[config.mk]
export PLATFORM = sky130hd
export DESIGN_NAME = sam_control_unit
export DESIGN_NICKNAME = d
export VERILOG_FILES = /design/src/rtl/sam_control_unit_pkg.sv /design/src/rtl/sam_control_unit_decode.sv /design/src/rtl/sam_control_unit.sv
export SDC_FILE = /design/constraint.sdc
export NUM_CORES = 1
export LEC_CHECK = 0
export ABC_CLOCK_PERIOD_IN_PS = 2100
export CAP_MARGIN = 20
export CORE_MARGIN = 5
export CORE_UTILIZATION = 40
export DETAILED_ROUTE_END_ITERATION = 16
export MAX_ROUTING_LAYER = met4
export PLACE_DENSITY = 0.82
export SLEW_MARGIN = 40
export SYNTH_ARGS = -nofsm -noshare
export SYNTH_HDL_FRONTEND = slang
export SYNTH_SLANG_ARGS = --single-unit
[constraint.sdc]
create_clock -name clk -period 2.1 [get_ports clk]
set_clock_uncertainty 0.15 [all_clocks]
set_input_delay 0.21 -clock clk [delete_from_list [all_inputs] [get_ports clk]]
set_output_delay 0.21 -clock clk [all_outputs]
set_load 0.1 [all_outputs]
[src/rtl/sam_control_unit_pkg.sv]
// Shared encodings for the SAM control unit: states, opcodes, mux and ALU codes.
package sam_control_unit_pkg;

  typedef enum logic [2:0] {
    S_IDLE  = 3'd0,
    S_FETCH = 3'd1,
    S_IND   = 3'd2,
    S_EXEC  = 3'd3,
    S_HALT  = 3'd4
  } state_t;

  localparam logic [3:0] OP_NOP = 4'h0;
  localparam logic [3:0] OP_LDI = 4'h1;
  localparam logic [3:0] OP_LDA = 4'h2;
  localparam logic [3:0] OP_STA = 4'h3;
  localparam logic [3:0] OP_ADD = 4'h4;
  localparam logic [3:0] OP_SUB = 4'h5;
  localparam logic [3:0] OP_AND = 4'h6;
  localparam logic [3:0] OP_OR  = 4'h7;
  localparam logic [3:0] OP_BR  = 4'h8;
  localparam logic [3:0] OP_BZ  = 4'h9;
  localparam logic [3:0] OP_BNZ = 4'hA;
  localparam logic [3:0] OP_LDN = 4'hB;
  localparam logic [3:0] OP_STN = 4'hC;
  localparam logic [3:0] OP_JMP = 4'hD;
  localparam logic [3:0] OP_RSV = 4'hE;
  localparam logic [3:0] OP_HLT = 4'hF;

  // Accumulator input mux
  localparam logic [1:0] ACC_SEL_NONE = 2'b00;
  localparam logic [1:0] ACC_SEL_TGT  = 2'b01;
  localparam logic [1:0] ACC_SEL_BUS  = 2'b10;
  localparam logic [1:0] ACC_SEL_ALU  = 2'b11;

  // ALU function
  localparam logic [1:0] ALU_ADD = 2'b00;
  localparam logic [1:0] ALU_SUB = 2'b01;
  localparam logic [1:0] ALU_AND = 2'b10;
  localparam logic [1:0] ALU_OR  = 2'b11;

  // Full set of control strobes produced by the decoder
  typedef struct packed {
    logic       ireg_en;
    logic       pc_en;
    logic       iar_en;
    logic       acc_en;
    logic       pc_buf;
    logic       ireg_buf;
    logic       iar_buf;
    logic       acc_buf;
    logic       pc_add_sel;
    logic       pc_in_sel;
    logic [1:0] acc_in_sel;
    logic [1:0] alu_sel;
    logic       mem_rd;
    logic       mem_wr;
    logic       halted;
  } ctrl_t;

  // Opcodes that need an indirect-address cycle before execute
  function automatic logic is_ind(input logic [3:0] op);
    return (op == OP_LDN) || (op == OP_STN);
  endfunction

endpackage

[src/rtl/sam_control_unit_decode.sv]
// Combinational control decode: state + opcode + accumulator-zero -> strobes.
module sam_ctrl_decode
  import sam_control_unit_pkg::*;
(
  input  state_t     state,
  input  logic [3:0] opcode,
  input  logic       acc_zero,
  output ctrl_t      ctrl
);

  // Every strobe defaults low; each state/opcode raises only what it needs
  always_comb begin
    ctrl = '0;
    case (state)
      S_FETCH: begin
        ctrl.pc_buf     = 1'b1;
        ctrl.mem_rd     = 1'b1;
        ctrl.ireg_en    = 1'b1;
        ctrl.pc_en      = 1'b1;
        ctrl.pc_add_sel = 1'b1;
        ctrl.pc_in_sel  = 1'b1;
      end
      S_IND: begin
        ctrl.ireg_buf = 1'b1;
        ctrl.mem_rd   = 1'b1;
        ctrl.iar_en   = 1'b1;
      end
      S_EXEC: begin
        case (opcode)
          OP_LDI: begin
            ctrl.acc_en     = 1'b1;
            ctrl.acc_in_sel = ACC_SEL_TGT;
          end
          OP_LDA: begin
            ctrl.ireg_buf   = 1'b1;
            ctrl.mem_rd     = 1'b1;
            ctrl.acc_en     = 1'b1;
            ctrl.acc_in_sel = ACC_SEL_BUS;
          end
          OP_STA: begin
            ctrl.ireg_buf = 1'b1;
            ctrl.acc_buf  = 1'b1;
            ctrl.mem_wr   = 1'b1;
          end
          OP_ADD, OP_SUB, OP_AND, OP_OR: begin
            ctrl.ireg_buf   = 1'b1;
            ctrl.mem_rd     = 1'b1;
            ctrl.acc_en     = 1'b1;
            ctrl.acc_in_sel = ACC_SEL_ALU;
            ctrl.alu_sel    = opcode[1:0];
          end
          // Relative branch: PC (already incremented) + target
          OP_BR, OP_BZ, OP_BNZ: begin
            if ((opcode == OP_BR) ||
                (opcode == OP_BZ  &&  acc_zero) ||
                (opcode == OP_BNZ && !acc_zero)) begin
              ctrl.pc_en      = 1'b1;
              ctrl.pc_add_sel = 1'b0;
              ctrl.pc_in_sel  = 1'b1;
            end
          end
          OP_LDN: begin
            ctrl.iar_buf    = 1'b1;
            ctrl.mem_rd     = 1'b1;
            ctrl.acc_en     = 1'b1;
            ctrl.acc_in_sel = ACC_SEL_BUS;
          end
          OP_STN: begin
            ctrl.iar_buf = 1'b1;
            ctrl.acc_buf = 1'b1;
            ctrl.mem_wr  = 1'b1;
          end
          // Absolute jump: PC loaded from memory word at target
          OP_JMP: begin
            ctrl.ireg_buf  = 1'b1;
            ctrl.mem_rd    = 1'b1;
            ctrl.pc_en     = 1'b1;
            ctrl.pc_in_sel = 1'b0;
          end
          default: ;  // NOP, reserved E and HLT assert nothing
        endcase
      end
      S_HALT: ctrl.halted = 1'b1;
      default: ;
    endcase
  end

endmodule

[src/rtl/sam_control_unit.sv]
// SAM control unit top: state register, next-state logic, retired-instruction counter.
module sam_control_unit
  import sam_control_unit_pkg::*;
#(
  parameter int CNT_W = 8
) (
  input  logic             clk,
  input  logic             rst,
  input  logic [7:0]       IReg_Data_Out,
  input  logic [7:0]       Acc_Data_Out,
  output logic             IReg_En,
  output logic             PC_En,
  output logic             IAR_En,
  output logic             Acc_En,
  output logic             PC_Buffer_Sel,
  output logic             IReg_Buffer_Sel,
  output logic             IAR_Buffer_Sel,
  output logic             Acc_Buffer_Sel,
  output logic             Mux_PC_Add_Sel,
  output logic             Mux_PC_In_Sel,
  output logic [1:0]       Mux_Acc_In_Sel,
  output logic [1:0]       ALU_Sel,
  output logic             Mem_Rd,
  output logic             Mem_Wr,
  output logic             Halted,
  output logic [CNT_W-1:0] Instr_Count
);

  state_t     state, nxt;
  ctrl_t      ctrl;
  logic [3:0] opcode;
  logic       unused_operand;

  assign opcode         = IReg_Data_Out[7:4];
  // Operand target field feeds the datapath, not control
  assign unused_operand = ^IReg_Data_Out[3:0];

  // State register; reset wins over every transition
  always_ff @(posedge clk) begin
    if (rst) state <= S_IDLE;
    else     state <= nxt;
  end

  // Next-state selection
  always_comb begin
    nxt = state;
    case (state)
      S_IDLE:  nxt = S_FETCH;
      S_FETCH: nxt = is_ind(opcode) ? S_IND : S_EXEC;
      S_IND:   nxt = S_EXEC;
      S_EXEC:  nxt = (opcode == OP_HLT) ? S_HALT : S_FETCH;
      S_HALT:  nxt = S_HALT;
      default: nxt = S_IDLE;
    endcase
  end

  // One count per execute cycle, wrapping naturally at all-ones
  always_ff @(posedge clk) begin
    if (rst)                 Instr_Count <= '0;
    else if (state == S_EXEC) Instr_Count <= Instr_Count + 1'b1;
  end

  sam_ctrl_decode u_decode (
    .state    (state),
    .opcode   (opcode),
    .acc_zero (Acc_Data_Out == 8'h00),
    .ctrl     (ctrl)
  );

  assign IReg_En         = ctrl.ireg_en;
  assign PC_En           = ctrl.pc_en;
  assign IAR_En          = ctrl.iar_en;
  assign Acc_En          = ctrl.acc_en;
  assign PC_Buffer_Sel   = ctrl.pc_buf;
  assign IReg_Buffer_Sel = ctrl.ireg_buf;
  assign IAR_Buffer_Sel  = ctrl.iar_buf;
  assign Acc_Buffer_Sel  = ctrl.acc_buf;
  assign Mux_PC_Add_Sel  = ctrl.pc_add_sel;
  assign Mux_PC_In_Sel   = ctrl.pc_in_sel;
  assign Mux_Acc_In_Sel  = ctrl.acc_in_sel;
  assign ALU_Sel         = ctrl.alu_sel;
  assign Mem_Rd          = ctrl.mem_rd;
  assign Mem_Wr          = ctrl.mem_wr;
  assign Halted          = ctrl.halted;

endmodule

==> results.cfg <==
[power]
vdd_drop_max_mv = 0.506
p_sw_w = 0.000353
p_comb_frac = 0.534
p_clk_frac = 0.180
switching_share = 0.444
power_leakage_nw = 0.595
seq_power_share = 0.286
intPower_w = 0.000441
pwr_density_cell_nw_per_um2 = 551

[place]
place_area_um2 = 1410
place_congestion = 0.847
post-dp-hpwl_mm = 1.93
portBuffers = 38

[global_route]
grt-ovfl-total = 0
grtUsageTotal = 0.186
grt_max_degree = 12
grt_pass1_vias = 905
grt_pass1_wl_mm = 3.91
antenna_found_initial = 0

[floorplan]
die-area_um2 = 2990
initial_core_util = 0.412
pin_count = 43
core_area_um2 = 1940
die_y_um = 54.7
placementRows = 16
fp.dieW_um = 54.7

[synthesis]
synth_area_um2 = 800
ys_warn_count = 0
synth_cells = 108
syn_nets = 127
yosysUniqueCellTypes = 32
ys_seq_area_frac = 0.275
avgSynthCellArea_um2 = 7.40
ys_ff_latch = 11

[setup_path]
critical_path_buf_inv_count = 3
end_kind = output port
rr_startpoint = state[1]
cp_top_family = buffers and inverters
reg2reg_depth = 5
path_cells = clkdlybuf4s50_1, buf_4, nand2_1, nor3_1, nor2_1, nand2_2, buf_12
rr_endpoint = Instr_Count[4]
critPathKind = input port to output port
r2r_slack_ps = 530
cp_slowest_cell = clkdlybuf4s50_1
cpPeakStageDelay_ps = 500
worstPathArrival_ps = 1630
start_kind = input port
cp_max_fo = 7
worstPathRequired_ps = 1740

[min_path]
holdCritPathClass = input port to register
min_path_cells = 3
hp-start = IReg_Data_Out[7]
hold_path_end = state[0]

[cts]
cts_tree = yes
cts_root_buf = clkbuf_4
cts_max_level = 1
clock_sinks = 11
numCtsBuffers = 3
cts.clk_slew.worst_paths_ps = 60
clock_path_buffers = 2
clkLatencyLatePin_ps = 270

[layout]
fin_area_um2 = 1440
layout-drive-gt1-share = 0.349
syn_to_final_growth_pct = 80.3
layout.nets = 169
antenna_cells = 0

[sta]
relSlewSlack = 0.738
fin_crit_ps = 1990
rsz0062_at_grt = yes
period_share = 0.950
fmax_mhz = 501
holdWs_ps = 271
finalSetupViolations = 0
slew_viol_final = 0
hold_violations = 0
worst_pin_slew_ps = 392
tns_ps = 0

[route]
drc_errors = 0
routed_wl_mm = 2.40
vias = 925
drtIter0Drc = 22
post_drt_wl_per_cell_um = 13.6
ant_nets = 0
drtPass1Iterations = 4
viasPerCell = 5.26

[outcome]
outcome = finished clean

[run]
maxCapViolCount = 0
[placed cells by master, fill, tap and decap left out, drive strengths merged, types with 2 or more instances in the layout]
cell	netlist	layout
a21oi	7	7
and3	4	4
buf	9	35
clkbuf	2	4
clkdlybuf4s50	0	11
dfxtp	11	11
dlymetal6s2s	0	2
inv	2	2
nand2	11	11
nand2b	4	4
nand3b	2	2
nand4	4	4
nor2	17	17
nor3	6	6
nor4	4	4
o21ai	6	6
xnor2	4	4
xor2	4	4
[cell usage after synthesis]
library cell  instances  area [um2]
o21ai_2               1        8.76
ha_1                  1        12.5
mux2i_1               1        10.0
nand2_1              11        41.3
nand3b_1              2        15.0
buf_2                 4        20.0
a211o_1               1        8.76
buf_6                 3        33.8
and3_1                4        25.0
inv_1                 2        7.51
a31oi_1               1        6.26
or3_1                 1        6.26
o22ai_1               1        6.26
xnor2_1               4        35.0
and3b_1               1        8.76
xor2_1                4        35.0
nor2_1               17        63.8
a211oi_2              1        12.5
nor3_2                2        20.0
nor3b_1               1        7.51
nand2b_1              4        25.0
a311oi_1              1        8.76
dfxtp_1              11         220
o21ai_0               4        20.0
nand4_1               4        25.0
a21oi_1               7        35.0
clkbuf_1              2        7.51
nor3_1                4        20.0
nor4_1                4        25.0
buf_4                 2        15.0
o32ai_1               1        8.76
o21ai_1               1        5.00
[cells by family (layout without fill, tap and decap cells)]
kind of cell    Yosys count  count (layout)  synth area share
xor+xnor                  8               8            0.0876
compound gates           19              19             0.150
flops                    11              11             0.275
buf+inv                  13              54             0.105
mux                       1               1            0.0125
fa+ha+maj                 1               1            0.0156
simple gates             55              55             0.354
[layout make-up]
type	instances	area, um2
Fill cell	141	500
Timing Repair Buffer	48	611
Multi-Input combinational cell	84	542
Sequential cell	11	221
Tap cell	27	33.8
Clock buffer	4	26.3
Inverter	2	7.51
[per-stage QoR]
step           worst slack, ps  std cells  power [W]   util
2_1_floorplan             -404        108   0.000505      -
3_3_place_gp              64.3        172   0.000650  0.726
3_5_place_dp              33.6        172   0.000657  0.726
4_1_cts                   26.4        176   0.000804  0.739
5_1_grt                  -4.15        176   0.000833  0.742
6_report                   105        176   0.000794  0.742
[layer usage]
| layer | global-route usage | vias to the layer above | wire length [um] |
|---|---|---|---|
| met4 | 0.0913 | 0 | 32 |
| met2 | 0.331 | 41 | 1290 |
| li1 | - | 455 | - |
| met3 | 0.0272 | 4 | 143 |
| met1 | 0.199 | 425 | 934 |
| met5 | - | - | 0 |
[state kept, by name, indices dropped and copies added, names as in the netlist]
signal       flops
state            3
Instr_Count      8
[power groups by stage]
stage	combinational (W)	sequential [W]	clock, W
floorplan	0.000265	0.000239	0
global placement	0.000420	0.000231	0
detailed placement	0.000425	0.000232	0
CTS	0.000427	0.000227	0.000150
global route	0.000440	0.000228	0.000164
finish	0.000424	0.000227	0.000143
[repair_timing]
action | CTS | global route
hold buffers | 0 | 0
setup buffers | 0 | 0
setup endpoints to repair | 0 | 6
gates resized for setup | 0 | 3
[worst register-to-register path, stage by stage (launching register included)]
cell and delay, ps:
dfxtp_1 510, and3b_1 250, buf_4 160, nand4_1 110
xor2_1 180, nor2_1 70
[worst max path at each step]
stage / slack (ps) / endpoint / startpoint / cells after the start
after global routing: -4 / Mux_PC_In_Sel / Acc_Data_Out[5] / 6
after CTS: 30 / Mem_Rd / IReg_Data_Out[7] / 6
after floorplan: -400 / Mem_Rd / state[0] / 6
after global placement: 60 / Mem_Rd / IReg_Data_Out[7] / 6
final: 110 / PC_En / IReg_Data_Out[6] / 7
after detailed placement: 30 / Mem_Rd / IReg_Data_Out[7] / 6
Power figures use the tool's default switching activity.
